`src/rtl/piso_serializer.sv`:
```
// Parallel-in serial-out transmitter with a one-word hold buffer.
// Streams back-to-back words with no idle bit between frames.
module piso_serializer #(
  parameter int WIDTH     = 8,
  parameter bit MSB_FIRST = 1'b1
) (
  input  logic             clk,
  input  logic             rst,
  input  logic [WIDTH-1:0] pin,
  input  logic             in_valid,
  output logic             in_ready,
  output logic             sout,
  output logic             sout_valid,
  output logic             frame_start,
  output logic             done,
  output logic             busy
);

  localparam int CW = $clog2(WIDTH);
  localparam logic [CW-1:0] LAST = CW'(WIDTH - 1);

  typedef enum logic {
    IDLE,
    SHIFT
  } state_t;

  state_t           state, state_nx;
  logic [CW-1:0]    cnt, cnt_nx;
  logic [WIDTH-1:0] shreg, shreg_nx;
  logic [WIDTH-1:0] hold, hold_nx;
  logic             hold_full, hold_full_nx;
  logic             accept;
  logic             last;
  logic             head;

  assign in_ready = rst & ~hold_full;
  assign accept   = in_valid & in_ready;
  assign last     = (state == SHIFT) && (cnt == LAST);

  always_ff @(posedge clk) begin
    if (!rst) begin
      state     <= IDLE;
      cnt       <= '0;
      shreg     <= '0;
      hold      <= '0;
      hold_full <= 1'b0;
    end else begin
      state     <= state_nx;
      cnt       <= cnt_nx;
      shreg     <= shreg_nx;
      hold      <= hold_nx;
      hold_full <= hold_full_nx;
    end
  end

  always_comb begin
    state_nx     = state;
    cnt_nx       = cnt;
    shreg_nx     = shreg;
    hold_nx      = hold;
    hold_full_nx = hold_full;
    unique case (state)
      IDLE: begin
        if (accept) begin
          shreg_nx = pin;
          cnt_nx   = '0;
          state_nx = SHIFT;
        end
      end
      SHIFT: begin
        shreg_nx = MSB_FIRST ? (shreg << 1)
                             : (shreg >> 1);
        cnt_nx   = cnt + CW'(1);
        if (last) begin
          cnt_nx = '0;
          // Held word wins; in_ready is low then.
          if (hold_full) begin
            shreg_nx     = hold;
            hold_full_nx = 1'b0;
          end else if (accept) begin
            shreg_nx = pin;
          end else begin
            state_nx = IDLE;
          end
        end else if (accept) begin
          hold_nx      = pin;
          hold_full_nx = 1'b1;
        end
      end
      default: state_nx = IDLE;
    endcase
  end

  assign head = MSB_FIRST ? shreg[WIDTH-1]
                          : shreg[0];

  assign busy        = (state == SHIFT);
  assign sout_valid  = busy;
  assign sout        = busy & head;
  assign frame_start = busy && (cnt == '0);
  assign done        = last;

endmodule

```
`config.mk`:
```
export PLATFORM = sky130hd
export DESIGN_NAME = piso_serializer
export DESIGN_NICKNAME = d
export VERILOG_FILES = /design/src/rtl/piso_serializer.sv
export SDC_FILE = /design/constraint.sdc
export NUM_CORES = 1
export LEC_CHECK = 0
export ABC_AREA = 1
export ABC_CLOCK_PERIOD_IN_PS = 3850
export CORE_ASPECT_RATIO = 0.5
export CORE_MARGIN = 4
export CORE_UTILIZATION = 35
export CTS_CLUSTER_DIAMETER = 120
export DETAILED_ROUTE_END_ITERATION = 16
export PLACE_DENSITY_LB_ADDON = 0.05
export SETUP_SLACK_MARGIN = 0.3
export SLEW_MARGIN = 5
export SYNTH_ARGS = -nofsm -noshare
export SYNTH_HDL_FRONTEND = slang
export SYNTH_SLANG_ARGS = --single-unit
```
`constraint.sdc`:
```
create_clock -name clk -period 3.85 [get_ports clk]
set_input_delay 0.77 -clock clk [delete_from_list [all_inputs] [get_ports clk]]
set_output_delay 0.77 -clock clk [all_outputs]
set_load 0.01 [all_outputs]
```
# Word level (Yosys, flattened, before mapping)
# Cells that the tools add are included.
dict set report classes {
  n_reduce_logical 6
  n_eq_ne 2
  n_mux 14
  n_addsub 1
  n_bitwise 6
}
# cell n
set ops {}
lappend ops {{8-bit two-way mux} 4}
lappend ops {{8-bit case mux with 2 select lines} 1}
lappend ops {{3-bit two-way mux} 2}
lappend ops {{3-bit case mux with 2 select lines} 1}
lappend ops {{1-bit two-way mux} 5}
lappend ops {{3-bit by 1-bit adder with 3-bit output (second input constant)} 1}
lappend ops {{1-bit bitwise AND} 3}
lappend ops {{3-bit equality test (second input constant)} 1}
lappend ops {{3-bit zero test} 1}
lappend ops {{1-bit inverter} 3}
lappend ops {{3-bit AND reduction} 1}
lappend ops {{1-bit logical AND} 2}
lappend ops {{2-bit != test (second input constant)} 1}
lappend ops {{1-bit case mux with 2 select lines} 1}
lappend ops {{2-bit AND reduction} 1}
lappend ops {{2-bit nonzero test} 1}
dict set report totals {
  register_bits 21
  inputBits 11
}

# Logic depth before layout (Yosys ltp)
dict set report depth {
  word_depth 7
  mapped_depth 9
  depth_no_buf 9
}

# Least setup slack after synthesis
# No wires, ideal clock.
dict set report synth_timing {
  path_type {in2out}
  from {in rst}
  to {out in_ready}
  arrival_ns 1.005
  path_stages 2
  required_time_ns 3.080
  path_buffers 0
  slack_ns 2.075
  cell_sequence {inv_1 > nor2_4}
}
dict set report synth_between {
  elab_chain_cells 1
}
# item line_no
set synth_lines {}
lappend synth_lines {{start, declared} 8} ;# input logic rst,
lappend synth_lines {{1-bit bitwise AND} 36} ;# assign in_ready = rst & ~hold_full;
lappend synth_lines {{end, declared} 11} ;# output logic in_ready,
# No other way between the ends.

# Worst setup path in the final report
# Ends and elaborated chain as after synthesis.

==> results.yml <==
run_status:
  status: "finished clean"
sta:
  worst_clock_skew_ns: 0.009347
  relSlewSlack_pct: 68.22
  finalHoldViolations: 0
  worstMarginPinSlew_ns: 0.4752
  drv_slew: 0
  grt_setup_unrepaired: "false"
  fin_ws_ns: 0.9354
  setup_viol: 0
  fmax_mhz: 343.1
  finalCritPeriodShare_pct: 75.70
  tns_ns: 0
  whs_ns: 0.4799
  fin_crit_ns: 2.915
route:
  vias: 1103
  first_iter_violations: 90
  postRouteAntennaNets: 0
  first_pass_iters: 4
  vias_per_cell: 4.796
  drc: 0
  routed_wl_um: 2971
  routedWlPerCell_um: 12.92
clock_network:
  path_clk_slew_ns: 0.08
  cts_root_buf: "clkbuf_8"
  clockBufferDepth: 2
  hold_buffers: 0
  cts_sinks: 21
  cts_tree: "built"
  ctsResizeCount: 0
  h-tree-depth: 1
  worstSkewPairLatency_ns: 0.27
  cts_buffers: 3
  postCtsSetupBuffers: 0
layout:
  final_nets: 205
  antennaDiodeCount: 0
  syn_to_final_growth_pct: 19.89
  fillerInstances: 334
  final_util_pct: 45.01
  drive_above_1_share_pct: 7.368
  final_common_cell: "nand2_1"
  final_cell_mix: "nand2_1 (32), nor2_1 (31), dfxtp_1 (21)"
worst_setup_path:
  critPathKind: "in2out"
  crit_fanout: 7
  worstReg2RegStart: "cnt[0]"
  r2r-end: "hold[1]"
  critPathLaunchType: "primary input"
  reg2regPathDepth: 8
  ff2ff_setup_slack_ns: 2.20
  slowest_stage: "clkdlybuf4s50_1"
  crit_arrival_ns: 2.14
  crit_path_frequent_cell: "clkdlybuf4s50_1"
  end_kind: "primary output"
  required_ns: 3.08
  crit_chain: "clkdlybuf4s50_1 -> inv_1 -> nor2_4 -> clkdlybuf4s50_1"
  critical-path-max-stage-delay_ns: 0.57
yosys:
  ys_seq_area_share_pct: 36.32
  synthesis.nets: 188
  synthCells: 174
  synth_ff_type: "dfxtp_1"
  synth_area_mm2: 0.001157
  synth-seq-cells: 21
  synth_cell_type_count: 23
  postSynthAreaPerCell_um2: 6.651
  yosysWarningCount: 0
  synth_edf_count: 0
  ys_async_sr_fraction_pct: 0
power_and_ir_drop:
  power_switching_w: 0.0001382
  intPower_w: 0.0003375
  power_density_mw_per_mm2: 342.8
  p_seq_share_pct: 50.2
  switching_share_pct: 29.05
  ir_worst_vdd_mv: 0.1432
  p_clk_share_pct: 31.5
  power.total_w: 0.0004756
  combPwrFrac_pct: 18.3
  leakagePower_nw: 0.6217
global_route:
  grt_pass1_wl_um: 4685
  antenna_found_initial: 0
  grt_usage_pct: 14.07
  grt_overflow: 0
  grt_start_max_net_pins: 21
  grt_pass1_vias: 919
hold_path:
  min-delay-start: "hold[0]"
  holdPathEnd: "hold[0]"
  hp-class: "reg2reg"
  hold_depth: 2
place:
  place_ws_ns: 0.9149
  port_buffers: 16
  gp_congestion: 0.7838
  hpwl_um: 2034
floorplanning:
  row_count: 14
  io_pins: 17
  die_h_um: 48.66
  core_mm2: 0.003083
  die_x_um: 89.33
  die-area_mm2: 0.004347
  start_util_pct: 37.54
run:
  cap_viol_max_count: 0
cells in the mapped netlist (2+ instances only):
cell / number / area (um^2)
nand2_1: 32 / 120.1
nor2_1: 31 / 116.4
dfxtp_1: 21 / 420.4
inv_1: 20 / 75.07
o21ai_0: 18 / 90.09
a21oi_1: 15 / 75.07
nand3_1: 11 / 55.05
o21ai_1: 5 / 25.02
buf_2: 3 / 15.01
ha_1: 3 / 37.54
nand3b_1: 2 / 15.01
nor2_4: 2 / 22.52
metrics by stage:
step / instance area [um^2] / cells
after floorplan: 1157 / 174
after global placement: 1341 / 226
after detailed placement: 1341 / 226
after CTS: 1388 / 230
after global routing: 1388 / 230
final: 1388 / 230
sequential cells by signal, indices dropped and copies added (netlist names):
name,count
busy,1
cnt,3
hold,8
hold_full,1
shreg,8
final cells by class:
class	count	area, um^2	area share, %
Multi-Input combinational cell	125	613.1	44.18
Sequential cell	21	420.4	30.30
Timing Repair Buffer	17	167.7	12.08
Inverter	23	90.09	6.492
Tap cell	40	50.05	3.607
Clock buffer	3	41.29	2.976
Clock inverter	1	5.005	0.3607
power by group through the flow:
stage	logic [W]	clock network, W	registers (W)
finish	0.0000872	0.000150	0.000239
global route	0.0000976	0.000159	0.000240
CTS	0.0000877	0.000154	0.000239
detailed placement	0.0000873	0	0.000244
global placement	0.0000873	0	0.000243
floorplan	0.0000554	0	0.000242
logic make-up after synthesis:
| group | synth area share [%] |
|---|---|
| buffers and inverters | 10.70 |
| adder cells (fa/ha/maj) | 3.244 |
| AND/OR/NAND/NOR | 32.54 |
| flip-flops | 36.32 |
| AO/OA/AOI/OAI | 17.19 |
critical path, delay by kind of cell:
family | cells | cell delay [ns]
buffers and inverters | 3 | 1.15
AND/OR/NAND/NOR | 1 | 0.21
metal layers:
layer	track usage (%)	routed length, um	vias to the layer above
met5	0	0	-
met1	22.48	1555	474
met2	18.34	1160	38
met3	4.576	255	0
met4	1.485	0	0
li1	-	-	591
how the worst max path moves through the flow:
stage	startpoint	endpoint	slack [ns]	cells past startpoint
2_1_floorplan	rst	in_ready	2.08	2
6_report	rst	in_ready	0.94	4
5_1_grt	rst	in_ready	0.86	4
3_5_place_dp	rst	in_ready	0.91	4
4_1_cts	rst	in_ready	0.92	4
3_3_place_gp	rst	in_ready	0.94	4
(Power assumes the default switching activity.)
